### src/rtl/channel_read_pkg.sv
// Shared types, constants and helpers for the channel read-side detector.
package channel_read_pkg;

   // Threshold voltages are unsigned Q4.12: 4 integer bits, 12 fractional bits
   // (1 LSB = 1/4096 V).
   localparam int VOLT_W = 16;

   // Default read references: 2.20 V, 2.85 V, 3.45 V.
   localparam logic [VOLT_W-1:0] THR1_DEFAULT = 16'h2333;
   localparam logic [VOLT_W-1:0] THR2_DEFAULT = 16'h2D9A;
   localparam logic [VOLT_W-1:0] THR3_DEFAULT = 16'h3733;

   // Map a voltage-ordered level index onto the channel's Gray-coded level.
   function automatic logic [1:0] gray_of_index(input logic [1:0] idx);
      case (idx)
         2'd0:    return 2'b11;
         2'd1:    return 2'b10;
         2'd2:    return 2'b00;
         default: return 2'b01;
      endcase
   endfunction

   // Number of set bits in a 2-bit value (0..2).
   function automatic logic [1:0] popcount2(input logic [1:0] v);
      return {1'b0, v[1]} + {1'b0, v[0]};
   endfunction

   // 32-bit accumulate that sticks at all-ones instead of wrapping.
   function automatic logic [31:0] sat_add32(input logic [31:0] a, input logic [1:0] inc);
      logic [32:0] sum;
      sum = {1'b0, a} + {31'b0, inc};
      return sum[32] ? 32'hFFFF_FFFF : sum[31:0];
   endfunction

endpackage

### src/rtl/channel_read_detector_if.sv
// Bus bundle between the channel model / host (master) and the read detector (slave).
interface channel_read_detector_if;
   import channel_read_pkg::*;

   logic              WriteValid;
   logic [1:0]        WriteLevel;
   logic              ReadValid;
   logic [VOLT_W-1:0] ReadVoltage;
   logic              Clear;

   logic              DetectedValid;
   logic [1:0]        DetectedLevel;
   logic [31:0]       CellCount;
   logic [31:0]       BitErrorCount;
   logic [31:0]       SymbolErrorCount;
   logic              PageDone;
   logic [15:0]       PageBitErrors;
   logic              FifoOverflow;
   logic              FifoUnderflow;

   modport master (
      output WriteValid, WriteLevel, ReadValid, ReadVoltage, Clear,
      input  DetectedValid, DetectedLevel, CellCount, BitErrorCount,
             SymbolErrorCount, PageDone, PageBitErrors, FifoOverflow, FifoUnderflow
   );

   modport slave (
      input  WriteValid, WriteLevel, ReadValid, ReadVoltage, Clear,
      output DetectedValid, DetectedLevel, CellCount, BitErrorCount,
             SymbolErrorCount, PageDone, PageBitErrors, FifoOverflow, FifoUnderflow
   );

endinterface

### src/rtl/level_ref_fifo.sv
// Written-level FIFO. A pop frees its slot in the same cycle, so a push to a
// full FIFO alongside a pop is accepted; an empty FIFO never bypasses a push
// straight to the read port. Read data is registered on pop.
module level_ref_fifo #(
   parameter int DEPTH = 64,
   parameter int WIDTH = 2
) (
   input  logic             clk,
   input  logic             reset,
   input  logic             wr_en,
   input  logic [WIDTH-1:0] wr_data,
   input  logic             rd_en,
   output logic [WIDTH-1:0] rd_data,
   output logic             full,
   output logic             empty
);

   localparam int AW = (DEPTH > 1) ? $clog2(DEPTH) : 1;

   logic [WIDTH-1:0] mem [DEPTH];
   logic [WIDTH-1:0] rd_data_q;
   logic [AW:0]      wr_ptr_q, wr_ptr_d;
   logic [AW:0]      rd_ptr_q, rd_ptr_d;
   logic             push, pop;

   assign empty = (wr_ptr_q == rd_ptr_q);
   assign full  = (wr_ptr_q[AW] != rd_ptr_q[AW]) && (wr_ptr_q[AW-1:0] == rd_ptr_q[AW-1:0]);
   assign pop   = rd_en && !empty;
   assign push  = wr_en && (!full || pop);
   assign rd_data = rd_data_q;

   // Pointer advance for accepted push/pop.
   always_comb begin
      wr_ptr_d = wr_ptr_q;
      rd_ptr_d = rd_ptr_q;
      if (push) wr_ptr_d = wr_ptr_q + {{AW{1'b0}}, 1'b1};
      if (pop)  rd_ptr_d = rd_ptr_q + {{AW{1'b0}}, 1'b1};
   end

   // Pointer registers; reset empties the FIFO.
   always_ff @(posedge clk or posedge reset) begin
      if (reset) begin
         wr_ptr_q <= '0;
         rd_ptr_q <= '0;
      end else begin
         wr_ptr_q <= wr_ptr_d;
         rd_ptr_q <= rd_ptr_d;
      end
   end

   // Storage with registered read; a same-slot push/pop returns the old entry.
   always_ff @(posedge clk) begin
      if (push) mem[wr_ptr_q[AW-1:0]] <= wr_data;
      if (pop)  rd_data_q <= mem[rd_ptr_q[AW-1:0]];
   end

endmodule

### src/rtl/channel_read_detector.sv
// Hard-decision read detector: slices the retention Vth stream into 2-bit
// Gray levels, compares each against the level written into the channel and
// accumulates bit / symbol / per-page error statistics.
module channel_read_detector
   import channel_read_pkg::*;
#(
   parameter int                FIFO_DEPTH = 64,
   parameter int                PAGE_CELLS = 16,
   parameter logic [VOLT_W-1:0] THR1       = THR1_DEFAULT,
   parameter logic [VOLT_W-1:0] THR2       = THR2_DEFAULT,
   parameter logic [VOLT_W-1:0] THR3       = THR3_DEFAULT
) (
   input  logic                   clk,
   input  logic                   reset,
   channel_read_detector_if.slave bus
);

   localparam int PCW = (PAGE_CELLS > 1) ? $clog2(PAGE_CELLS) : 1;
   localparam logic [PCW-1:0] PAGE_LAST = PCW'(PAGE_CELLS - 1);

   logic [1:0]  ref_level;
   logic        fifo_full, fifo_empty;
   logic        read_underflow, write_overflow;

   // Stage 1: detection result, popped reference (inside the FIFO) and underflow tag.
   logic        det_valid_q, det_valid_d;
   logic [1:0]  det_level_q, det_level_d;
   logic        uf_tag_q, uf_tag_d;
   logic        ovf_q, ovf_d;
   logic        unf_q, unf_d;

   // Stage 2: statistics.
   logic [31:0]    cell_q, cell_d;
   logic [31:0]    bit_q, bit_d;
   logic [31:0]    sym_q, sym_d;
   logic [PCW-1:0] page_cnt_q, page_cnt_d;
   logic [15:0]    page_acc_q, page_acc_d;
   logic [15:0]    page_bits_q, page_bits_d;
   logic           page_done_q, page_done_d;
   logic [1:0]     err_bits;
   logic [15:0]    page_sum;

   level_ref_fifo #(.DEPTH(FIFO_DEPTH), .WIDTH(2)) u_fifo (
      .clk     (clk),
      .reset   (reset),
      .wr_en   (bus.WriteValid),
      .wr_data (bus.WriteLevel),
      .rd_en   (bus.ReadValid),
      .rd_data (ref_level),
      .full    (fifo_full),
      .empty   (fifo_empty)
   );

   assign read_underflow = bus.ReadValid && fifo_empty;
   // A full FIFO only drops the write if no pop frees a slot this cycle.
   assign write_overflow = bus.WriteValid && fifo_full && !(bus.ReadValid && !fifo_empty);

   // Stage-1 next state: threshold slicing (ties go up) and sticky FIFO flags.
   always_comb begin
      det_valid_d = bus.ReadValid;
      uf_tag_d    = read_underflow;
      det_level_d = det_level_q;
      if (bus.ReadValid) begin
         if (bus.ReadVoltage < THR1)      det_level_d = gray_of_index(2'd0);
         else if (bus.ReadVoltage < THR2) det_level_d = gray_of_index(2'd1);
         else if (bus.ReadVoltage < THR3) det_level_d = gray_of_index(2'd2);
         else                             det_level_d = gray_of_index(2'd3);
      end
      ovf_d = ovf_q || write_overflow;
      unf_d = unf_q || read_underflow;
      if (bus.Clear) begin
         ovf_d = 1'b0;
         unf_d = 1'b0;
      end
   end

   // Stage-2 next state: error accumulation, page tracking, Clear overrides.
   always_comb begin
      cell_d      = cell_q;
      bit_d       = bit_q;
      sym_d       = sym_q;
      page_cnt_d  = page_cnt_q;
      page_acc_d  = page_acc_q;
      page_bits_d = page_bits_q;
      page_done_d = 1'b0;
      err_bits    = popcount2(det_level_q ^ ref_level);
      page_sum    = page_acc_q + {14'b0, err_bits};
      if (det_valid_q && !uf_tag_q) begin
         cell_d = sat_add32(cell_q, 2'd1);
         bit_d  = sat_add32(bit_q, err_bits);
         sym_d  = sat_add32(sym_q, {1'b0, (err_bits != 2'd0)});
         if (page_cnt_q == PAGE_LAST) begin
            page_done_d = 1'b1;
            page_bits_d = page_sum;
            page_acc_d  = '0;
            page_cnt_d  = '0;
         end else begin
            page_acc_d  = page_sum;
            page_cnt_d  = page_cnt_q + {{(PCW-1){1'b0}}, 1'b1};
         end
      end
      if (bus.Clear) begin
         cell_d      = '0;
         bit_d       = '0;
         sym_d       = '0;
         page_cnt_d  = '0;
         page_acc_d  = '0;
         page_bits_d = '0;
         page_done_d = 1'b0;
      end
   end

   // Pipeline and statistics registers; reset drops in-flight stages.
   always_ff @(posedge clk or posedge reset) begin
      if (reset) begin
         det_valid_q <= 1'b0;
         det_level_q <= '0;
         uf_tag_q    <= 1'b0;
         ovf_q       <= 1'b0;
         unf_q       <= 1'b0;
         cell_q      <= '0;
         bit_q       <= '0;
         sym_q       <= '0;
         page_cnt_q  <= '0;
         page_acc_q  <= '0;
         page_bits_q <= '0;
         page_done_q <= 1'b0;
      end else begin
         det_valid_q <= det_valid_d;
         det_level_q <= det_level_d;
         uf_tag_q    <= uf_tag_d;
         ovf_q       <= ovf_d;
         unf_q       <= unf_d;
         cell_q      <= cell_d;
         bit_q       <= bit_d;
         sym_q       <= sym_d;
         page_cnt_q  <= page_cnt_d;
         page_acc_q  <= page_acc_d;
         page_bits_q <= page_bits_d;
         page_done_q <= page_done_d;
      end
   end

   assign bus.DetectedValid    = det_valid_q;
   assign bus.DetectedLevel    = det_level_q;
   assign bus.CellCount        = cell_q;
   assign bus.BitErrorCount    = bit_q;
   assign bus.SymbolErrorCount = sym_q;
   assign bus.PageDone         = page_done_q;
   assign bus.PageBitErrors    = page_bits_q;
   assign bus.FifoOverflow     = ovf_q;
   assign bus.FifoUnderflow    = unf_q;

endmodule

### src/flat_wrapper.sv
// flat-port wrapper written by rule: the top's interface ports become plain ports
module channel_read_detector_flat import channel_read_pkg::*;
#(
   parameter int                FIFO_DEPTH = 64,
   parameter int                PAGE_CELLS = 16,
   parameter logic [VOLT_W-1:0] THR1       = THR1_DEFAULT,
   parameter logic [VOLT_W-1:0] THR2       = THR2_DEFAULT,
   parameter logic [VOLT_W-1:0] THR3       = THR3_DEFAULT
)
  (clk, reset, bus_WriteValid, bus_WriteLevel, bus_ReadValid, bus_ReadVoltage, bus_Clear, bus_DetectedValid, bus_DetectedLevel, bus_CellCount, bus_BitErrorCount, bus_SymbolErrorCount, bus_PageDone, bus_PageBitErrors, bus_FifoOverflow, bus_FifoUnderflow);
  channel_read_detector_if bus_i ();
  input  logic clk;
  input  logic reset;
  input wire logic [$bits(bus_i.WriteValid)-1:0] bus_WriteValid;
  input wire logic [$bits(bus_i.WriteLevel)-1:0] bus_WriteLevel;
  input wire logic [$bits(bus_i.ReadValid)-1:0] bus_ReadValid;
  input wire logic [$bits(bus_i.ReadVoltage)-1:0] bus_ReadVoltage;
  input wire logic [$bits(bus_i.Clear)-1:0] bus_Clear;
  output wire logic [$bits(bus_i.DetectedValid)-1:0] bus_DetectedValid;
  output wire logic [$bits(bus_i.DetectedLevel)-1:0] bus_DetectedLevel;
  output wire logic [$bits(bus_i.CellCount)-1:0] bus_CellCount;
  output wire logic [$bits(bus_i.BitErrorCount)-1:0] bus_BitErrorCount;
  output wire logic [$bits(bus_i.SymbolErrorCount)-1:0] bus_SymbolErrorCount;
  output wire logic [$bits(bus_i.PageDone)-1:0] bus_PageDone;
  output wire logic [$bits(bus_i.PageBitErrors)-1:0] bus_PageBitErrors;
  output wire logic [$bits(bus_i.FifoOverflow)-1:0] bus_FifoOverflow;
  output wire logic [$bits(bus_i.FifoUnderflow)-1:0] bus_FifoUnderflow;
  assign bus_i.WriteValid = bus_WriteValid;
  assign bus_i.WriteLevel = bus_WriteLevel;
  assign bus_i.ReadValid = bus_ReadValid;
  assign bus_i.ReadVoltage = bus_ReadVoltage;
  assign bus_i.Clear = bus_Clear;
  assign bus_DetectedValid = bus_i.DetectedValid;
  assign bus_DetectedLevel = bus_i.DetectedLevel;
  assign bus_CellCount = bus_i.CellCount;
  assign bus_BitErrorCount = bus_i.BitErrorCount;
  assign bus_SymbolErrorCount = bus_i.SymbolErrorCount;
  assign bus_PageDone = bus_i.PageDone;
  assign bus_PageBitErrors = bus_i.PageBitErrors;
  assign bus_FifoOverflow = bus_i.FifoOverflow;
  assign bus_FifoUnderflow = bus_i.FifoUnderflow;
  channel_read_detector #(.FIFO_DEPTH(FIFO_DEPTH), .PAGE_CELLS(PAGE_CELLS), .THR1(THR1), .THR2(THR2), .THR3(THR3)) u_core (.clk(clk), .reset(reset), .bus(bus_i));
endmodule
### config.mk
export PLATFORM = sky130hd
export DESIGN_NAME = channel_read_detector_flat
export DESIGN_NICKNAME = d
export VERILOG_FILES = /design/src/rtl/channel_read_pkg.sv /design/src/rtl/channel_read_detector_if.sv /design/src/rtl/level_ref_fifo.sv /design/src/rtl/channel_read_detector.sv /design/src/flat_wrapper.sv
export SDC_FILE = /design/constraint.sdc
export NUM_CORES = 1
export LEC_CHECK = 0
export ABC_AREA = 1
export CAP_MARGIN = 20
export CELL_PAD_IN_SITES_DETAIL_PLACEMENT = 0
export CELL_PAD_IN_SITES_GLOBAL_PLACEMENT = 1
export CORE_MARGIN = 5
export CORE_UTILIZATION = 43
export CTS_CLUSTER_SIZE = 25
export DETAILED_ROUTE_END_ITERATION = 7
export GPL_TIMING_DRIVEN = 1
export PLACE_DENSITY_LB_ADDON = 0.1
export SYNTH_ARGS = -nofsm -noshare
export SYNTH_HDL_FRONTEND = slang
export SYNTH_SLANG_ARGS = --single-unit
### constraint.sdc
create_clock -name clk -period 7.2 [get_ports clk]
set_input_delay 2.16 -clock clk [delete_from_list [all_inputs] [get_ports clk]]
set_output_delay 2.16 -clock clk [all_outputs]
set_load 0.1 [all_outputs]
==> results.yml, run 1 <==
clock_tree:
  cts_tree: "yes"
  htreeDepth: 2
  clock_path_buffers: 3
  cts_setup_buffers: 0
  cts_buffers: 36
  clkTransAtPathRegs_ns: 0.06
  clock_latency_ns: 0.53
  root_buffer: "clkbuf_16"
  cts-resized-gates: 0
  clock-sinks: 283
  cts.hold.buffers_added: 0
worst_setup_path:
  critPathMaxStageDelay_ns: 1.25
  crit_path_start_kind: "register"
  path_buf_inv: 1
  cp.required_ns: 5.04
  cp_max_fo: 12
  crit_slowest_cell: "clkdlybuf4s50_1"
  worstReg2RegStart: "u_core.bus.DetectedLevel[0]"
  cp-startpoint: "u_core.bus.BitErrorCount[2]"
  cp-end-kind: "output pin"
  critPathKind: "reg2out"
  worstPathCellList: "clkdlybuf4s50_1"
  cp_top_family: "buffers and inverters"
  cp.arrival_ns: 2.33
power:
  power.share.clock_pct: 35.9
  p_leak_nw: 7.48
  power_switching_share_pct: 34.8
  p_switching_w: 0.00168
  seqPwrFrac_pct: 38.4
  power.density_nw_per_um2: 262
  comb_power_share_pct: 25.8
  intPower_w: 0.00316
  peakVddDrop_uv: 242
yosys:
  seq_area_frac_synth_pct: 49.4
  synth-edff-count: 130
  syn-cell-area_um2: 15600
  yosys.area.top_type: "edfxtp_1"
  synth_fp_nets: 2047
  ys_types: 44
  synth_area_leaders: "edfxtp_1 (25%), dfrtp_1 (24%), nand2_1 (14%), nor2_1 (7.6%), nand3_1 (5.7%)"
  synth-warning-count: 0
  postSynthAreaPerCell_um2: 7.78
  post-synth-top-count-cell: "nand2_1"
  ys_ff_latch: 283
  synthArstFlopShare_pct: 54.1
  synth_top_area_share_pct: 25.0
  netlist_top_cells_count: "nand2_1 (588), nor2_1 (315), nand3_1 (177)"
  ys.flop_type: "dfrtp_1"
  syn_inst: 2011
grt:
  grt_antenna_before_repair: 0
  track_usage_pct: 21.7
  grt_pass1_vias: 13116
  overflow: 0
  grt_max_degree: 96
  grt_pass1_wl_mm: 71.4
routing:
  drt_wl_total_mm: 44.7
  viasPerCell: 5.19
  first_pass_iters: 5
  vias: 13600
  drc: 0
  antenna_left: 0
  avgRoutedWirePerCell_um: 17.1
  drt_iter0_markers: 890
sta:
  setup_tns_ns: 0
  setup_viol: 0
  rsz0062_at_grt: "no"
  holdWs_ns: 0.478
  min_period_over_period_pct: 62.3
  hold_viol: 0
  skew_ns: 0.0186
  slew_headroom_pct: 27.7
  max_freq_mhz: 223
  worst_slew_pin_slew_ns: 1.08
  finalMaxSlewViolations: 0
  min_period_ns: 4.49
floorplan:
  initial_core_util_pct: 43.8
  die_h_um: 201
  dieArea_um2: 40300
  io_pins: 141
  die_w_um: 201
  num_rows: 69
  core_area_um2: 35700
placed_design:
  dp_hpwl_mm: 31.0
  port_buffers: 140
  gp_congestion: 0.834
run_status:
  status: "complete, no violations"
min_path:
  min_path_type: "reg2reg"
  hold_start: "u_core.bus.PageBitErrors[15]"
final_layout:
  layout-drive-gt1-share_pct: 6.53
  diodes: 0
  area_growth_pct: 18.3
  finish.net_count: 2173
job:
  cap_viol_max_count: 0
## layer usage
layer  vias up  part of all wire [%]  global-route usage, %  wire (µm)
li1       6795                     -                      -          -
met1      6460                    44                   28.3      19700
met2       293                    50                   38.8      22300
met3        52                   4.0                   2.65       1810
met4         0                   1.9                   4.97        831
met5         -                     0                      0          0
## state kept, by name, summed over array words and instances, names as in the netlist, 2 cells and up
| name | count |
|---|---|
| u_core.bus.BitErrorCount | 32 |
| u_core.bus.CellCount | 32 |
| u_core.bus.DetectedLevel | 2 |
| u_core.bus.PageBitErrors | 16 |
| u_core.bus.SymbolErrorCount | 32 |
| u_core.page_acc_q | 16 |
| u_core.page_cnt_q | 4 |
| u_core.u_fifo.mem | 128 |
| u_core.u_fifo.rd_data | 2 |
| u_core.u_fifo.rd_ptr_q | 7 |
| u_core.u_fifo.wr_ptr_q | 7 |
## layout make-up
cell class | count | area [µm²]
flip-flops and latches | 283 | 7730
fillers | 3510 | 17200
clock buffers | 44 | 961
repair buffers | 152 | 1480
inverters | 190 | 719
clock inverters | 16 | 169
multi-input cells | 1474 | 6870
well taps | 461 | 577
## logic make-up (layout without fill, tap and decap cells)
logic type               Yosys count  after routing  synth area share, %
adder cells (fa/ha/maj)           13             13                 1.04
flip-flops                       283            283                 49.4
XOR/XNOR                          39             39                 2.18
AO/OA/AOI/OAI                    205            205                 6.87
AND/OR/NAND/NOR                 1217           1217                 33.8
buffers and inverters            254            402                 6.72
## through the flow
stage	std cells	power (W)	utilization, %	instance area (µm²)	worst slack [ns]
finish	2620	0.00484	51.8	18500	2.71
global route	2620	0.00511	51.8	18500	2.67
CTS	2620	0.00490	51.8	18500	2.69
detailed placement	2560	0.00315	48.6	17400	2.86
global placement	2560	0.00313	48.6	17400	2.90
floorplan	2011	0.00277	-	15600	0.919
## worst paths after layout
check | endpoint | slack (ns) | cells past startpoint
worst min-delay path | u_core.bus.PageBitErrors[15] | 0.48 | 2
worst min register to register | u_core.bus.PageBitErrors[15] | 0.48 | 2
min in group asynchronous | u_core.bus.PageBitErrors[14] | 2.15 | 2
worst max-delay path | bus_BitErrorCount[2] | 2.71 | 1
max in group asynchronous | u_core.bus.CellCount[26] | 3.98 | 3
worst max register to register | u_core.bus.BitErrorCount[12] | 3.95 | 14
## cells in the final DEF (no fill, tap or decap), drive strengths merged
cell	instances
nand2	601
nor2	335
inv	190
nand3	186
o21ai	172
dfrtp	153
clkdlybuf4s50	138
edfxtp	130
nor3	52
clkbuf	44
xor2	29
nand4	21
buf	14
ha	13
a21oi	13
clkinv	13
nand3b	10
xnor2	10
o211ai	9
o22ai	7
nor4	6
and2	3
bufinv	3
or2	3
a31oi	2
a22o	1
o2111ai	1
## power groups by stage
stage                     Sequential, W  Clock, W  Combinational (W)
final                           0.00186   0.00174            0.00125
after global routing            0.00187   0.00185            0.00139
after CTS                       0.00186   0.00178            0.00126
after detailed placement        0.00189         0            0.00126
after global placement          0.00189         0            0.00124
after floorplan                 0.00194         0           0.000829
Note: power is estimated with default switching activity, not from simulation.
==> run 2: changes to the inputs <==
==> constraint.sdc (replaced) <==
create_clock -name clk -period 4.5 [get_ports clk]
set_input_delay 1.35 -clock clk [delete_from_list [all_inputs] [get_ports clk]]
set_output_delay 1.35 -clock clk [all_outputs]
set_load 0.1 [all_outputs]
==> run 2 against run 1 <==
Net effect:
- cell area is 0.76% higher
- register-to-register slack got worse by 2.6 ns
- clock-buffer cell count rose by 10
- clock power increased by 64%
- core utilization increased by 0.40 points
- hold slack lost 0.0016 ns
- setup slack got worse by 1.8 ns
==> results.yml, run 2 (same netlist as run 1, synthesis figures left out) <==
clock_tree:
  clock_path_buffers: 3
  cts-resized-gates: 0
  cts_setup_buffers: 0
  cts_buffers: 35
  clkTransAtPathRegs_ns: 0.06
  root_buffer: "clkbuf_16"
  clock-sinks: 283
  cts.hold.buffers_added: 0
  cts_tree: "yes"
  clock_latency_ns: 0.53
  htreeDepth: 2
routing:
  avgRoutedWirePerCell_um: 17.1
  antenna_left: 0
  vias: 13681
  first_pass_iters: 7
  drt_iter0_markers: 798
  viasPerCell: 5.20
  drt_wl_total_mm: 45.1
  drc: 0
floorplan:
  initial_core_util_pct: 43.8
  num_rows: 69
  core_area_um2: 35700
  io_pins: 141
  dieArea_um2: 40300
  die_w_um: 201
  die_h_um: 201
sta:
  max_freq_mhz: 275
  min_period_ns: 3.63
  holdWs_ns: 0.477
  min_period_over_period_pct: 80.7
  hold_viol: 0
  slew_headroom_pct: 28.4
  worst_slew_pin_slew_ns: 1.07
  setup_viol: 0
  rsz0062_at_grt: "no"
  skew_ns: 0.0268
  setup_tns_ns: 0
  finalMaxSlewViolations: 0
job:
  cap_viol_max_count: 0
grt:
  grt_pass1_wl_mm: 72.8
  grt_pass1_vias: 13461
  track_usage_pct: 22.0
  overflow: 0
  grt_max_degree: 96
  grt_antenna_before_repair: 1
worst_setup_path:
  cp-end-kind: "output pin"
  crit_path_start_kind: "register"
  r2r_slack_ns: 1.35
  crit_slowest_cell: "clkdlybuf4s50_1"
  worstPathCellList: "clkdlybuf4s50_1"
  cp_top_family: "buffers and inverters"
  worstReg2RegStart: "u_core.bus.DetectedLevel[0]"
  cp_max_fo: 7
  cp-startpoint: "u_core.bus.CellCount[0]"
  cp.arrival_ns: 2.28
  critPathKind: "reg2out"
  cp.required_ns: 3.15
  path_buf_inv: 1
  critPathMaxStageDelay_ns: 1.21
  timing.rr.end: "u_core.bus.BitErrorCount[2]"
  r2r_cells: 14
placed_design:
  placed_cell_area_um2: 17500
  dp_hpwl_mm: 31.4
  port_buffers: 140
  gp_congestion: 0.847
min_path:
  hold_end: "u_core.bus.PageBitErrors[8]"
  worstHoldPathCells: 2
  hold_start: "u_core.bus.PageBitErrors[8]"
  min_path_type: "reg2reg"
final_layout:
  largest_reg_flops: 128
  layout_common_cells: "nand2_1 (588), nor2_1 (314), nand3_1 (177), inv_1 (171), dfrtp_1 (152)"
  final_common_cell: "nand2_1"
  layout-drive-gt1-share_pct: 7.01
  area_growth_pct: 19.3
  finish.net_count: 2178
  final_area_um2: 18700
  diodes: 0
power:
  seqPwrFrac_pct: 38.3
  power_switching_share_pct: 34.7
  comb_power_share_pct: 25.3
  p_leak_nw: 7.54
  power.density_nw_per_um2: 421
  intPower_w: 0.00513
  peakVddDrop_uv: 386
  power.share.clock_pct: 36.4
  finalPower_w: 0.00785
  p_switching_w: 0.00272
run_status:
  status: "complete, no violations"
## run 2: changes by cell type in the layout (fill, tap and decap cells not counted), moves of 2 or more
cell,change
clkinv_2,-2
clkbuf_1,+4
clkinv_1,-4
clkinvlp_4,+2
buf_4,+3
buf_12,+4
clkbuf_8,+6
## run 2: routing by layer
metal / global-route usage (%) / part of all wire [%] / vias to the layer above
met5: 0 / 0.016 / -
met4: 5.06 / 1.9 / 2
met3: 3.33 / 4.6 / 63
met2: 38.5 / 49 / 318
met1: 29.0 / 44 / 6488
li1: - / - / 6810
## run 2: layout make-up
type	instances	area [µm²]
Clock buffer	54	1060
Timing Repair Buffer	158	1570
Multi-Input combinational cell	1474	6870
Inverter	190	718
Tap cell	461	577
Sequential cell	283	7730
Fill cell	3477	17100
Clock inverter	10	121
## run 2: worst max path at each step
stage / cells past startpoint / slack, ns / endpoint
2_1_floorplan: 1 / 1.22 / u_core.bus.BitErrorCount[0]
3_3_place_gp: 6 / 1.07 / u_core.u_fifo.mem[28][0]
3_5_place_dp: 6 / 1.01 / u_core.u_fifo.mem[28][1]
4_1_cts: 1 / 0.85 / bus_CellCount[0]
5_1_grt: 1 / 0.82 / bus_CellCount[0]
6_report: 1 / 0.87 / bus_CellCount[0]
## run 2: per-stage QoR
step / setup slack, ns / utilization [%] / instances
3_5_place_dp: 1.01 / 48.9 / 2566
3_3_place_gp: 1.07 / 48.9 / 2566
4_1_cts: 0.849 / 52.2 / 2630
6_report: 0.867 / 52.2 / 2630
2_1_floorplan: 1.22 / - / 2011
5_1_grt: 0.821 / 52.2 / 2630
## run 2: power groups by stage
| stage | clock (W) | sequential [W] | combinational [W] |
|---|---|---|---|
| floorplan | 0 | 0.00311 | 0.00133 |
| global placement | 0 | 0.00305 | 0.00197 |
| detailed placement | 0 | 0.00306 | 0.00200 |
| CTS | 0.00293 | 0.00301 | 0.00201 |
| global route | 0.00304 | 0.00302 | 0.00222 |
| finish | 0.00286 | 0.00301 | 0.00199 |
==> variant 1: new RTL, config.mk and constraints of run 1 <==
`FIFO_DEPTH` is set to 64 in 2 places; all go to 128.
--- a/src/rtl/channel_read_detector.sv
+++ b/src/rtl/channel_read_detector.sv
@@ -4,7 +4,7 @@
 module channel_read_detector
    import channel_read_pkg::*;
 #(
-   parameter int                FIFO_DEPTH = 64,
+   parameter int                FIFO_DEPTH = 128,
    parameter int                PAGE_CELLS = 16,
    parameter logic [VOLT_W-1:0] THR1       = THR1_DEFAULT,
    parameter logic [VOLT_W-1:0] THR2       = THR2_DEFAULT,
--- a/src/flat_wrapper.sv
+++ b/src/flat_wrapper.sv
@@ -1,7 +1,7 @@
 // flat-port wrapper written by rule: the top's interface ports become plain ports
 module channel_read_detector_flat import channel_read_pkg::*;
 #(
-   parameter int                FIFO_DEPTH = 64,
+   parameter int                FIFO_DEPTH = 128,
    parameter int                PAGE_CELLS = 16,
    parameter logic [VOLT_W-1:0] THR1       = THR1_DEFAULT,
    parameter logic [VOLT_W-1:0] THR2       = THR2_DEFAULT,
Check against the original RTL: no difference found for any inputs over 4 cycles, from zero or initial values and one cycle with reset high; that may be too few to reach the edited logic, so the function may still have changed.
==> variant 1 against run 1 <==
  * Area after synthesis grew 36%
  * Routed wire length grew 30%
  * Utilization shrank 1.0 points
  * Critical endpoint unchanged
  * Sequential cell count grew 130
  * Global-route usage shrank 0.38 points
  * Cell area grew 34%
  * Power grew 52%
  * Setup slack lost 0.052 ns
  * Critical path type unchanged
  * Count of clock-buffer cells in the layout grew 13
  * Sequential share of layout area grew 5.1 points
  * Largest power group unchanged
==> variant 1: results (changes against run 1) <==
- The fraction of final layout cells with drive strength greater than 1 is 6.26% (-0.27 points).
- The worst min-delay path endpoint is u_core.bus.PageBitErrors[14].
- The met2 wire length came to 28.4 mm (+27%).
- The largest incremental delay on the critical path is 1.27 ns (+0.02 ns).
- The mean number of vias per cell came to 5.08 (-2.0%).
- The number of clock buffers inserted by TritonCTS was 49 (+36%).
- The DRC violation total after the first TritonRoute iteration is 1,275 (+43%).
- The flip-flop count of the largest register after layout is 256 (+100%).
- The total vias in the final route is 17,000 (+25%).
- The met3 demand-to-capacity share in global routing is 2.64% (-0.0082 points).
- The met2 usage in global routing is 36.6% (-2.1 points).
- The number of global-route vias before repair is 16,500 (+26%).
- The sum of routed wire segments on met1 is 25.8 mm (+31%).
- The total wire length after detailed routing came to 58.2 mm (+30%).
- The mean post-synth cell area was 8.39 sq um (+7.8%).
- The largest clock skew in the final design is 0.0310 ns (+0.0124 ns).
- Sorting the synthesized cells by how often they occur yields sky130_fd_sc_hd__nand2_1, sky130_fd_sc_hd__nor2_1, sky130_fd_sc_hd__inv_1.
- The length in cells of the worst reg-to-reg path came to 13 (-1).
- In the post-synthesis netlist, the biggest area contributors are sky130_fd_sc_hd__edfxtp_1, sky130_fd_sc_hd__dfrtp_1, sky130_fd_sc_hd__nand2_1, sky130_fd_sc_hd__nor2_1, sky130_fd_sc_hd__inv_1.
- The flow ran to the end, and the final reports show no timing, DRC or antenna violations.
- The number of nets in the synthesized netlist is 2,566 (+25%).
- The global-route track usage on met1 is 28.5% (+0.18 points).
- In this run the critical register-to-register path is captured at u_core.u_fifo.rd_data[0].
- The first-pass GRT wire length came to 91.1 mm (+28%).
- The fraction of registers with async set/reset is 37.5% (-17 points).
- The total met3 wirelength after detailed routing was 2.69 mm (+48%).
- The total placed cells including tap cells is 3,255 (+27%).
- The number of distinct library cells after synthesis is 50 (+14%).
## variant 1: cell types whose count changed in the layout (fill, tap and decap cells not counted), moves of 13 or more
cell                        before  now
sky130_fd_sc_hd__edfxtp_1      130  258
sky130_fd_sc_hd__inv_1         171  265
sky130_fd_sc_hd__nand3_1       177  197
sky130_fd_sc_hd__clkbuf_16      36   49
sky130_fd_sc_hd__o21ai_0       135  180
sky130_fd_sc_hd__xor2_1         29   59
sky130_fd_sc_hd__o21ai_1        36   13
sky130_fd_sc_hd__or2_2           2   15
sky130_fd_sc_hd__nor2_1        314  352
sky130_fd_sc_hd__nand2_1       588  746
## variant 1: worst max-delay path by stage
stage / startpoint / end / slack [ns] / cells past startpoint
detailed placement: bus_Clear / u_core.bus.PageBitErrors[12] / 2.75 / 7
finish: u_core.bus.BitErrorCount[2] / bus_BitErrorCount[2] / 2.66 / 1
floorplan: reset / u_core.bus.BitErrorCount[0] / 0.86 / 1
global placement: bus_ReadValid / u_core.u_fifo.mem[118][0] / 2.50 / 5
CTS: u_core.bus.BitErrorCount[2] / bus_BitErrorCount[2] / 2.63 / 1
global route: u_core.bus.BitErrorCount[2] / bus_BitErrorCount[2] / 2.62 / 1
## variant 1: kinds of logic after synthesis
family / count (synthesis) / share of synthesized area [%]
flops: 413 / 54.8
fa+ha+maj: 13 / 0.766
buf+inv: 372 / 7.37
compound gates: 231 / 5.77
simple gates: 1430 / 28.4
xor+xnor: 71 / 2.93
## variant 1: worst min-delay path: stages (launching register included)
cell and delay [ns]:
sky130_fd_sc_hd__dfrtp_1 0.34, sky130_fd_sc_hd__nand2_1 0.05, sky130_fd_sc_hd__nand2_1 0.05
## variant 1: stage by stage
| stage | setup slack, ns | utilization [%] | hold slack, ns | area, sq um | power [uW] |
|---|---|---|---|---|---|
| floorplan | 0.862 | - | 0.459 | 21200 | 4190 |
| global placement | 2.50 | 47.2 | 0.473 | 23100 | 4780 |
| detailed placement | 2.75 | 47.2 | 0.466 | 23100 | 4800 |
| CTS | 2.63 | 50.7 | 0.480 | 24800 | 7440 |
| global route | 2.62 | 50.8 | 0.504 | 24800 | 7780 |
| finish | 2.66 | 50.8 | 0.480 | 24800 | 7340 |
## variant 1: final cells by class
| type | instances | area [sq um] |
|---|---|---|
| Clock inverter | 34 | 417 |
| Multi-Input combinational cell | 1745 | 8040 |
| Sequential cell | 413 | 11600 |
| Fill cell | 4717 | 24000 |
| Tap cell | 664 | 831 |
| Timing Repair Buffer | 156 | 1540 |
| Inverter | 278 | 1060 |
| Clock buffer | 57 | 1300 |
## variant 1: power breakdown
part           internal [uW]  switching, uW
registers               2620            163
logic                    539           1410
clock network           1580           1030
total                   4740           2600
==> variant 2: new RTL, config.mk and constraints of run 1 <==
Made on the original files. Make the reset (`reset`) synchronous in 2 clocked blocks.
--- a/src/rtl/level_ref_fifo.sv
+++ b/src/rtl/level_ref_fifo.sv
@@ -38,7 +38,7 @@
    end
 
    // Pointer registers; reset empties the FIFO.
-   always_ff @(posedge clk or posedge reset) begin
+   always_ff @(posedge clk) begin
       if (reset) begin
          wr_ptr_q <= '0;
          rd_ptr_q <= '0;
--- a/src/rtl/channel_read_detector.sv
+++ b/src/rtl/channel_read_detector.sv
@@ -111,7 +111,7 @@
    end
 
    // Pipeline and statistics registers; reset drops in-flight stages.
-   always_ff @(posedge clk or posedge reset) begin
+   always_ff @(posedge clk) begin
       if (reset) begin
          det_valid_q <= 1'b0;
          det_level_q <= '0;
Function: differs if reset is asserted again (counterexample within 4 cycles, from zero or initial values and one cycle with reset high); with reset held inactive, the same outputs for 10 cycles.
==> variant 2 against run 1 <==
  * Area after synthesis decreased by 7.9%
  * Synthesized cell count fell by 8.3%
  * Sequential cell count unchanged
  * Register-to-register slack better by 0.28 ns
  * Cell count is 6.8% lower
  * Via count decreased by 6.9%
  * Routed wire length decreased by 9.1%
  * Cell area decreased by 6.3%
  * Setup slack improved by 0.061 ns
  * Critical path depth unchanged
  * Critical path type unchanged
  * Highest routed layer unchanged
Power is not compared: it rests on default switching activity, and its combinational part moved more than twofold at a synthesized area within 25%.
==> variant 2: results (changes against run 1) <==
- The fill cell instance count of the final layout is 3,278 (-6.6%).
- The pin count of the biggest net entering global routing came to 71 (-26%).
- The detailed-routing iteration count for the pre-antenna-repair pass is 5 (unchanged).
- The final net count is 2,006 (-7.7%).
- In this run the static leakage power is 0.00610 uW.
- The total cell area at the placement stage came to 16,100 sq um (-7.1%).
- The area fraction of the dominant cell type after synthesis is 27.1% (+2.2 points).
- The placed wire-length estimate after detailed placement is 27.9 mm (-10%).
- The fraction of registers with async set/reset is 0% (-54 points).
- Sorting the synthesized cells by area gives the leading types as sky130_fd_sc_hd__edfxtp_1, sky130_fd_sc_hd__dfxtp_1, sky130_fd_sc_hd__nand2_1, sky130_fd_sc_hd__nor2_1, sky130_fd_sc_hd__nand3_1.
- The fraction of final layout cells with drive strength greater than 1 is 6.17% (-0.36 points).
- The met3 demand-to-capacity share in global routing is 3.24% (+0.59 points).
- The total setup buffers inserted after CTS is 0 (unchanged).
- The worst-skew pair later-pin latency was 0.53 ns (about the same).
- The number of global-route vias before repair was 12,100 (-7.8%).
- The flip-flop count of the largest register after layout is 128 (unchanged).
- The overall track demand over capacity in global routing came to 21.6% (-0.12 points).
- For this run, the leading register cell type out of synthesis is sky130_fd_sc_hd__dfxtp_1.
- The number of antenna violations at the first check in global routing is 0 (unchanged).
- The number of enable-type register cells in the synthesized netlist is 130 (unchanged).
- The mean number of vias per cell is 5.19 (about the same).
- The total wire length after detailed routing was 40.6 mm (-9.1%).
- The global-route track usage on met1 is 27.8% (-0.48 points).
- The reg-to-reg critical path endpoint is u_core.bus.SymbolErrorCount[17].
- The peak fanout along the critical path is 6 (-6).
- The first-pass GRT wire length was 64.3 mm (-9.9%).
- The worst slew slack as a fraction of its limit is 28.5% (+0.83 points).
- The flop-to-flop setup slack is 4.23 ns (+0.28 ns).
- The met2 usage in global routing is 37.9% (-0.84 points).
- The number of I/O port buffers is 140 (unchanged).
- The number of clock buffers inserted by TritonCTS came to 34 (-5.6%).
- Sorting the synthesized cells by how often they occur yields sky130_fd_sc_hd__nand2_1, sky130_fd_sc_hd__nor2_1, sky130_fd_sc_hd__dfxtp_1.
- The data arrival time of the critical path was 2.27 ns (-0.06 ns).
- The clock slew seen by the registers of the worst setup and hold paths came to 0.06 ns (about the same).
- The origin of the critical flop-to-flop path is u_core.bus.DetectedLevel[0].
- The worst hold path belongs to the class reg -> reg.
- The number of nets in the synthesized netlist is 1,881 (-8.1%).
- The DRC violation total after the first TritonRoute iteration is 694 (-22%).
- The number of routed nets with antenna violations is 0 (unchanged).
- The worst min-delay path endpoint is u_core.bus.PageBitErrors[0].
- The largest voltage drop on the vdd net is between 0.15 and 0.2 mV.
- The length in cells of the worst reg-to-reg path is 12 (-2).
- The largest clock skew in the final design is 0.0204 ns (+0.00179 ns).
- The number of distinct library cells after synthesis is 47 (+6.8%).
- The max capacitance violation total was 0 (unchanged).
- The flow ran to the end, and the final reports show no timing, DRC or antenna violations.
- The routability-driven placement congestion ratio came to 0.836 (+0.25%).
- The share of the yosys chip area belonging to registers is 48.4% (-1.1 points).
- The worst hold path begins at u_core.bus.PageBitErrors[0].
[variant 2: worst max-delay path by stage]
stage	start	end	slack, ns
2_1_floorplan	bus_WriteValid	u_core.u_fifo.mem[22][0]	3.96
3_3_place_gp	reset	u_core.page_cnt_q[3]	2.76
3_5_place_dp	reset	u_core.page_cnt_q[3]	2.72
4_1_cts	u_core.bus.CellCount[25]	bus_CellCount[25]	2.76
5_1_grt	u_core.bus.CellCount[25]	bus_CellCount[25]	2.73
6_report	u_core.bus.CellCount[21]	bus_CellCount[21]	2.77
[variant 2: stage by stage]
step	hold WS [ns]	power, uW	utilization [%]	instances	worst slack (ns)
2_1_floorplan	0.422	1940	-	1845	3.96
3_3_place_gp	0.441	2040	48.5	2380	2.76
3_5_place_dp	0.442	2050	48.5	2380	2.72
4_1_cts	0.453	3830	52.0	2439	2.76
5_1_grt	0.482	3920	52.1	2441	2.73
6_report	0.456	3770	52.1	2441	2.77
[variant 2: cells by family after synthesis]
logic type                 Yosys count  share of synthesized area, %
and+or+nand+nor                   1027                          31.3
adders and majority gates           13                          1.13
AOI/OAI and AO/OA                  252                          9.67
xor gates and xnor gates            60                          3.65
buffers and inverters              210                          5.87
DFF                                283                          48.4
[variant 2: layer usage]
layer	wire length [um]	share of wire (%)
met1	18000	44
met2	19700	48
met3	1880	4.6
met4	1000	2.5
met5	0	0
[variant 2: cell type report]
cell class                 count  share of cell area, %
multi-input combinational   1352                   38.0
inverter                     148                   3.24
sequential                   283                   40.2
clock buffer                  48                   5.94
tap                          448                   3.23
timing repair buffer         151                   8.68
clock inverter                11                  0.750
[variant 2: where the power goes]
part           leakage [uW]  switching, uW  internal (uW)  total, uW
clock network      0.000572            689           1070       1760
registers           0.00240           7.51           1690       1700
logic               0.00313            225           85.5        310
